`src/rtl/pic_pkg.sv`:
```
// Shared definitions for the interrupt priority resolver.
//   IR_COUNT   : number of interrupt request lines (8)
//   LEVEL_W    : width of a priority level / IR index (3)
//   pic_state_t: acknowledge sequencer states (IDLE, ACK2)
//   prio_rank  : distance of a level from the priority pointer (0 = highest)
//   level_bit  : one-hot mask for a level
package pic_pkg;

  localparam int LEVEL_W  = 3;
  localparam int IR_COUNT = 8;

  typedef enum logic [0:0] {
    IDLE = 1'b0,
    ACK2 = 1'b1
  } pic_state_t;

  // The pointer names the highest-priority level; rank grows towards lower
  // priority, wrapping modulo 8.
  function automatic logic [LEVEL_W-1:0] prio_rank(input logic [LEVEL_W-1:0] level,
                                                   input logic [LEVEL_W-1:0] ptr);
    return level - ptr;
  endfunction

  function automatic logic [IR_COUNT-1:0] level_bit(input logic [LEVEL_W-1:0] level);
    return IR_COUNT'(1) << level;
  endfunction

endpackage

```
`src/rtl/pic_prio_enc.sv`:
```
// Rotating priority encoder.
// Returns the index of the set bit of vec that is closest to ptr, scanning
// ptr, ptr+1, ... ptr+7 (mod 8).
//   vec : input request/service vector
//   ptr : level that currently has the highest priority
//   idx : winning index (0 when any = 0)
//   any : at least one bit of vec is set
module pic_prio_enc
  import pic_pkg::*;
(
  input  logic [IR_COUNT-1:0] vec,
  input  logic [LEVEL_W-1:0]  ptr,
  output logic [LEVEL_W-1:0]  idx,
  output logic                any
);

  // Scan from lowest to highest priority so the last hit is the winner.
  always_comb begin
    idx = '0;
    any = 1'b0;
    for (int i = IR_COUNT - 1; i >= 0; i--) begin
      if (vec[ptr + LEVEL_W'(i)]) begin
        idx = ptr + LEVEL_W'(i);
        any = 1'b1;
      end
    end
  end

endmodule

```
`src/rtl/priority_resolver.sv`:
```
// Interrupt priority resolver in the style of an 8259 core: IR
// synchronization, request register, in-service register, priority
// arbitration and the two-strobe interrupt acknowledge sequence.
//
// Build option: define ROTATE_ON_EOI_EN to add the ROTATE input and a
// rotating priority pointer (non-specific EOI with ROTATE = 1 makes the
// cleared level lowest priority). Without it priority is fixed, IR0 highest.
//
// Ports:
//   clk, reset      : system clock, synchronous active-high reset
//   IR[7:0]         : asynchronous interrupt requests
//   LTIM            : 1 = level-triggered, 0 = edge-triggered
//   Interrupt_Mask  : bit n = 1 masks IRn
//   INTA_STB        : one strobe per INTA# falling edge
//   EOI_NS, EOI_SP  : non-specific / specific EOI strobes
//   EOI_LEVEL       : level cleared by EOI_SP
//   AEOI            : automatic EOI at the second acknowledge
//   VEC_BASE        : vector bits T7..T3
//   ROTATE          : (ROTATE_ON_EOI_EN only) rotate on non-specific EOI
//   INT             : registered interrupt request to the CPU
//   VECTOR          : {VEC_BASE, level}, qualified by VEC_VALID
//   VEC_VALID       : one-cycle vector qualifier
//   IRR, ISR        : request and in-service registers
//
// state | meaning
// ------+-----------------------------------------------------------------
// IDLE  | arbitrating; INT follows the winner; first INTA latches the level
// ACK2  | level latched; second INTA presents the vector and returns to IDLE
module priority_resolver
  import pic_pkg::*;
#(
  parameter int SYNC_STAGES = 2  // legal range 2..3
) (
  input  logic                clk,
  input  logic                reset,
  input  logic [IR_COUNT-1:0] IR,
  input  logic                LTIM,
  input  logic [IR_COUNT-1:0] Interrupt_Mask,
  input  logic                INTA_STB,
  input  logic                EOI_NS,
  input  logic                EOI_SP,
  input  logic [LEVEL_W-1:0]  EOI_LEVEL,
  input  logic                AEOI,
  input  logic [4:0]          VEC_BASE,
`ifdef ROTATE_ON_EOI_EN
  input  logic                ROTATE,
`endif
  output logic                INT,
  output logic [7:0]          VECTOR,
  output logic                VEC_VALID,
  output logic [IR_COUNT-1:0] IRR,
  output logic [IR_COUNT-1:0] ISR
);

  logic [IR_COUNT-1:0] sync_q [SYNC_STAGES];
  logic [IR_COUNT-1:0] ir_s;
  logic [IR_COUNT-1:0] ir_prev;

  logic [IR_COUNT-1:0] irr_q;
  logic [IR_COUNT-1:0] isr_q;
  pic_state_t          state;
  logic                int_q;
  logic [7:0]          vector_q;
  logic                vec_valid_q;
  logic [LEVEL_W-1:0]  level_q;
  logic                spurious_q;

  logic [LEVEL_W-1:0]  ptr;

  logic [LEVEL_W-1:0]  isr_top_idx;
  logic                isr_top_any;
  logic [IR_COUNT-1:0] eoi_clr;
  logic [IR_COUNT-1:0] isr_eff;
  logic [LEVEL_W-1:0]  eff_idx;
  logic                eff_any;
  logic [IR_COUNT-1:0] cand;
  logic [LEVEL_W-1:0]  cand_idx;
  logic                cand_any;
  logic                winner;
  logic                ack_win;
  logic [IR_COUNT-1:0] ack_clr;
  logic [IR_COUNT-1:0] aeoi_clr;
  logic [IR_COUNT-1:0] rise;
  logic [IR_COUNT-1:0] irr_next;
  logic [IR_COUNT-1:0] isr_next;

  // IR synchronizer plus one extra flop for edge detection.
  always_ff @(posedge clk) begin
    if (reset) begin
      for (int i = 0; i < SYNC_STAGES; i++) sync_q[i] <= '0;
      ir_prev <= '0;
    end else begin
      sync_q[0] <= IR;
      for (int i = 1; i < SYNC_STAGES; i++) sync_q[i] <= sync_q[i-1];
      ir_prev <= ir_s;
    end
  end

  assign ir_s = sync_q[SYNC_STAGES-1];

`ifdef ROTATE_ON_EOI_EN
  // Rotation only on a non-specific EOI that actually clears a bit.
  always_ff @(posedge clk) begin
    if (reset) begin
      ptr <= '0;
    end else if (EOI_NS && !EOI_SP && ROTATE && isr_top_any) begin
      ptr <= isr_top_idx + LEVEL_W'(1);
    end
  end
`else
  assign ptr = '0;
`endif

  pic_prio_enc u_isr_top (
    .vec (isr_q),
    .ptr (ptr),
    .idx (isr_top_idx),
    .any (isr_top_any)
  );

  // EOI is folded into the ISR before arbitration so a bit cleared this
  // cycle no longer blocks a request acknowledged in the same cycle.
  always_comb begin
    eoi_clr = '0;
    if (EOI_SP) begin
      eoi_clr = level_bit(EOI_LEVEL);
    end else if (EOI_NS && isr_top_any) begin
      eoi_clr = level_bit(isr_top_idx);
    end
  end

  assign isr_eff = isr_q & ~eoi_clr;

  pic_prio_enc u_isr_eff (
    .vec (isr_eff),
    .ptr (ptr),
    .idx (eff_idx),
    .any (eff_any)
  );

  assign cand = irr_q & ~Interrupt_Mask;

  pic_prio_enc u_cand (
    .vec (cand),
    .ptr (ptr),
    .idx (cand_idx),
    .any (cand_any)
  );

  // A candidate must strictly outrank every in-service level; a request on
  // a level already in service never wins.
  assign winner = cand_any &&
                  (!eff_any || (prio_rank(cand_idx, ptr) < prio_rank(eff_idx, ptr)));

  assign ack_win  = (state == IDLE) && INTA_STB && winner;
  assign ack_clr  = ack_win ? level_bit(cand_idx) : '0;
  assign aeoi_clr = ((state == ACK2) && INTA_STB && AEOI && !spurious_q) ?
                    level_bit(level_q) : '0;

  assign rise     = ir_s & ~ir_prev;
  assign irr_next = LTIM ? (ir_s & ~ack_clr)
                         : ((irr_q | rise) & ir_s & ~ack_clr);
  assign isr_next = (isr_eff | ack_clr) & ~aeoi_clr;

  always_ff @(posedge clk) begin
    if (reset) begin
      state       <= IDLE;
      irr_q       <= '0;
      isr_q       <= '0;
      int_q       <= 1'b0;
      vector_q    <= '0;
      vec_valid_q <= 1'b0;
      level_q     <= '0;
      spurious_q  <= 1'b0;
    end else begin
      irr_q       <= irr_next;
      isr_q       <= isr_next;
      vec_valid_q <= 1'b0;
      case (state)
        IDLE: begin
          int_q <= winner && !INTA_STB;
          if (INTA_STB) begin
            state      <= ACK2;
            level_q    <= winner ? cand_idx : LEVEL_W'(7);
            spurious_q <= !winner;
          end
        end
        ACK2: begin
          int_q <= 1'b0;
          if (INTA_STB) begin
            state       <= IDLE;
            vec_valid_q <= 1'b1;
            vector_q    <= {VEC_BASE, level_q};
          end
        end
        default: begin
          state <= IDLE;
          int_q <= 1'b0;
        end
      endcase
    end
  end

  assign INT       = int_q;
  assign VECTOR    = vector_q;
  assign VEC_VALID = vec_valid_q;
  assign IRR       = irr_q;
  assign ISR       = isr_q;

endmodule

```
`config.mk`:
```
export PLATFORM = sky130hd
export DESIGN_NAME = priority_resolver
export DESIGN_NICKNAME = d
export VERILOG_FILES = /design/src/rtl/pic_pkg.sv /design/src/rtl/pic_prio_enc.sv /design/src/rtl/priority_resolver.sv
export SDC_FILE = /design/constraint.sdc
export NUM_CORES = 1
export LEC_CHECK = 0
export BUFFER_PORTS_ARGS = -buffer_cell sky130_fd_sc_hd__buf_2
export CORE_MARGIN = 5
export CORE_UTILIZATION = 50
export DETAILED_ROUTE_END_ITERATION = 16
export PLACE_DENSITY_LB_ADDON = 0.25
export SYNTH_ARGS = -nofsm -noshare
export SYNTH_HDL_FRONTEND = slang
export SYNTH_HIERARCHICAL = 1
export SYNTH_SLANG_ARGS = --single-unit
```
`constraint.sdc`:
```
create_clock -name clk -period 6.89 [get_ports clk]
set_input_delay 1.378 -clock clk [delete_from_list [all_inputs] [get_ports clk]]
set_output_delay 1.378 -clock clk [all_outputs]
set_load 0.01 [all_outputs]
```
==> flow_metrics.env <==
export IMPL_ant_nets=0
export IMPL_r2r_start="ISR[7]$_SDFF_PP0_"
export IMPL_finalWirelength_um=10800
export IMPL_p_per_area_nw_per_um2=145
export IMPL_multi_input_comb_area_um2=3300
export IMPL_numPortBuffers=56
export IMPL_synth_top_area_cell="dfxtp_1"
export IMPL_synth_compound_area_share_pct=19.8
export IMPL_grt_max_degree=48
export IMPL_die_h_um=105
export IMPL_seq_area_frac_synth_pct=24.2
export IMPL_dr_wl_met2_um=5120
export IMPL_final_max_slew_violation_count=0
export IMPL_ff2ff_setup_slack_ps=1590
export IMPL_fin_tns_setup_ps=0
export IMPL_routed_top_layer="met4"
export IMPL_cts_max_level=2
export IMPL_cts_resized=0
export IMPL_critPathCaptureType="flop"
export IMPL_grt_usage_pct=19.6
export IMPL_synth_edf_count=0
export IMPL_status="completed"
export IMPL_register_area_um2=1100
export IMPL_worstSetupPathType="reg2reg"
export IMPL_start_util_pct=51.7
export IMPL_vias=3997
export IMPL_worstHoldPathType="reg2reg"
export IMPL_skew_ps=5.99
export IMPL_drt_vias_per_instance=6.01
export IMPL_slowest_stage="mux4_1"
export IMPL_fmax_mhz=189
export IMPL_dr_pass1_iters=5
export IMPL_post_route_cells_drive_above_1_share_pct=20.6
export IMPL_place_ws_ps=1650
export IMPL_yosys_area_share_simple_pct=20.5
export IMPL_crit_cells=22
export IMPL_synthArstFlopShare_pct=0
export IMPL_total_leakage_power_uw=0.00211
export IMPL_synth_distinct_cells=65
export IMPL_cts_sinks=55
export IMPL_setup_viol_count_final=0
export IMPL_row_count=34
export IMPL_grt_ovfl_total=0
export IMPL_drt_met1_wl_um=4900
export IMPL_r2r_cells=22
export IMPL_r2r_end="ISR[7]$_SDFF_PP0_"
export IMPL_synth_area_mux_share_pct=25.2
export IMPL_wl_met3_um=617
export IMPL_slew_headroom_pct=46.1
export IMPL_setup_slack_ps=1590
export IMPL_synth_top_cell_area_share_pct=24.2
export IMPL_syn_area_per_cell_um2=9.30
export IMPL_finalCritPeriodShare_pct=77.0
export IMPL_drtIter0Drc=281
export IMPL_fin_crit_ps=5300
export IMPL_worst_pin_slew_ps=809
export IMPL_hold_viol_final=0
export IMPL_crit_start="ISR[7]$_SDFF_PP0_"
export IMPL_cts_reportedPaths_clkPinSlew_ps=90
export IMPL_boundaryPins=57
export IMPL_place_congestion=0.947
export IMPL_coreArea_um2=8810
export IMPL_cts_tree="built"
export IMPL_finish_instance_area_um2=5020
export IMPL_crit_top_cell="nor3_1"
export IMPL_routedWlPerCell_um=16.2
export IMPL_fin_util_pct=57.1
export IMPL_die_width_um=105
export IMPL_grt_pass1_wl_um=18500
export IMPL_drv_cap=0
export IMPL_hold_buffers=0
export IMPL_placed_area_um2=4910
export IMPL_diodes=0
export IMPL_crit_path_max_fanout=8
export IMPL_clockBufferDepth=2
export IMPL_ys_ff_latch=55
export IMPL_crit_chain="mux4_1 > and2_1 > nor3_1 > a211oi_1 > nor4b_1 > o22ai_1 > nand4bb_4 > or3_1 > o311ai_1 > inv_1 > mux4_1 > mux2_2 > a21oi_1 > o21ai_1 > nor3_1 > nor2_1 > inv_1 > ha_1 > nor3_1 > o211a_2 > a21oi_1 > a211oi_1"
export IMPL_post_cts_repair_setup_buffers=0
export IMPL_cts_root_buf="clkbuf_8"
export IMPL_cpLargestDelayFamily="simple AND/OR/NAND/NOR gates"
export IMPL_cts_buffers=5
export IMPL_rsz0062_at_grt="false"
export IMPL_cp_endpoint="ISR[7]$_SDFF_PP0_"
export IMPL_power_total_uw=731
export IMPL_yosysWarnings=6
export IMPL_synthCells=490
export IMPL_ir_drop_mv=0.223
export IMPL_syn_area_um2=4560
export IMPL_route_detailed_drc=0
export IMPL_synth_top_family_by_area="multiplexers"
export IMPL_worst_path_buf_inv=2
export IMPL_nets=597
export IMPL_worst_setup_path_start_kind="flop"
export IMPL_crit_required_ps=7090
export IMPL_hpwlAfterDp_um=8280
export IMPL_synth_area_leaders="dfxtp_1, mux4_1, mux4_2"
export IMPL_design_die_area_um2=11100
export IMPL_layout_common_cells="buf_2, dfxtp_1, nor2b_1"
export IMPL_antenna_found_initial=0
export IMPL_nFillCells=772
export IMPL_slowest_delay_ps=610
export IMPL_worstSkewPairLatency_ps=300
export IMPL_synth_xor_area_share_pct=1.73
export IMPL_cp_data_arrival_time_ps=5500
export IMPL_synth_ff_type="dfxtp_1"
export IMPL_area_growth_pct=10.3
export IMPL_final_common_cell="buf_2"
export IMPL_first_global_vias=3790
export IMPL_synthAdderAreaFrac_pct=2.75
synth_stat cells, drive strengths merged, types with 4 or more instances:
cell type	count
nand2b	10
nor2	36
ha	10
o22ai	6
and3	7
xor2	6
nor3	10
and2	8
o211a	4
a211oi	11
mux2i	20
nor2b	42
o221a	6
clkbuf	9
a31oi	9
buf	17
a221oi	5
mux2	18
o311a	6
dfxtp	55
o21ai	14
nand2	40
a21oi	27
inv	27
mux4	30
a311oi	5
how the worst min path moves through the flow:
stage | from | end | slack, ps | cells past startpoint
CTS | sync_q[0][2]$_SDFF_PP0_ | sync_q[0][10]$_SDFF_PP0_ | 440 | 1
finish | sync_q[0][1]$_SDFF_PP0_ | sync_q[0][9]$_SDFF_PP0_ | 440 | 1
floorplan | sync_q[0][2]$_SDFF_PP0_ | sync_q[0][10]$_SDFF_PP0_ | 410 | 1
global route | sync_q[0][4]$_SDFF_PP0_ | sync_q[0][12]$_SDFF_PP0_ | 470 | 1
detailed placement | sync_q[0][2]$_SDFF_PP0_ | sync_q[0][10]$_SDFF_PP0_ | 420 | 1
global placement | sync_q[0][1]$_SDFF_PP0_ | sync_q[0][9]$_SDFF_PP0_ | 420 | 1
flip-flops by register name (all words and copies together) (netlist names):
register / flops
ir_prev: 8
spurious_q: 1
state: 1
sync_q: 16
INT: 1
VECTOR: 8
IRR: 8
ISR: 8
VEC_VALID: 1
level_q: 3
through the flow:
step	hold slack [ps]	std cells
4_1_cts	445	665
3_5_place_dp	421	657
5_1_grt	465	665
3_3_place_gp	418	657
2_1_floorplan	414	519
6_report	443	665
area by class of cell:
type	count	share of cell area (%)
Clock buffer	6	1.44
Tap cell	108	2.69
Timing Repair Buffer	56	5.58
Multi-Input combinational cell	411	65.6
Clock inverter	2	0.772
Inverter	27	2.02
Sequential cell	55	21.9
per-layer routing:
layer  up-vias  global-route usage [%]
li1       1965                       -
met3        14                    2.32
met5         -                       0
met1      1869                    27.6
met2       149                    31.9
met4         0                    5.34
where the power goes:
part	switching [uW]	leakage, uW	total (uW)	internal [uW]
Clock	101	0.0000558	211	110
Sequential	8.74	0.000450	340	331
Combinational	102	0.00161	180	77.6
Total	212	0.00211	731	519
kinds of logic (layout without fill, tap and decap cells):
| family | count (synthesis) | after routing |
|---|---|---|
| other | 1 | 30 |
| flip-flops | 55 | 55 |
| XOR/XNOR | 9 | 9 |
| adder cells (fa/ha/maj) | 10 | 10 |
| multiplexers | 68 | 68 |
| AND/OR/NAND/NOR | 173 | 173 |
| buffers and inverters | 53 | 91 |
| AO/OA/AOI/OAI | 121 | 121 |
Note: power is estimated with default switching activity, not from simulation.
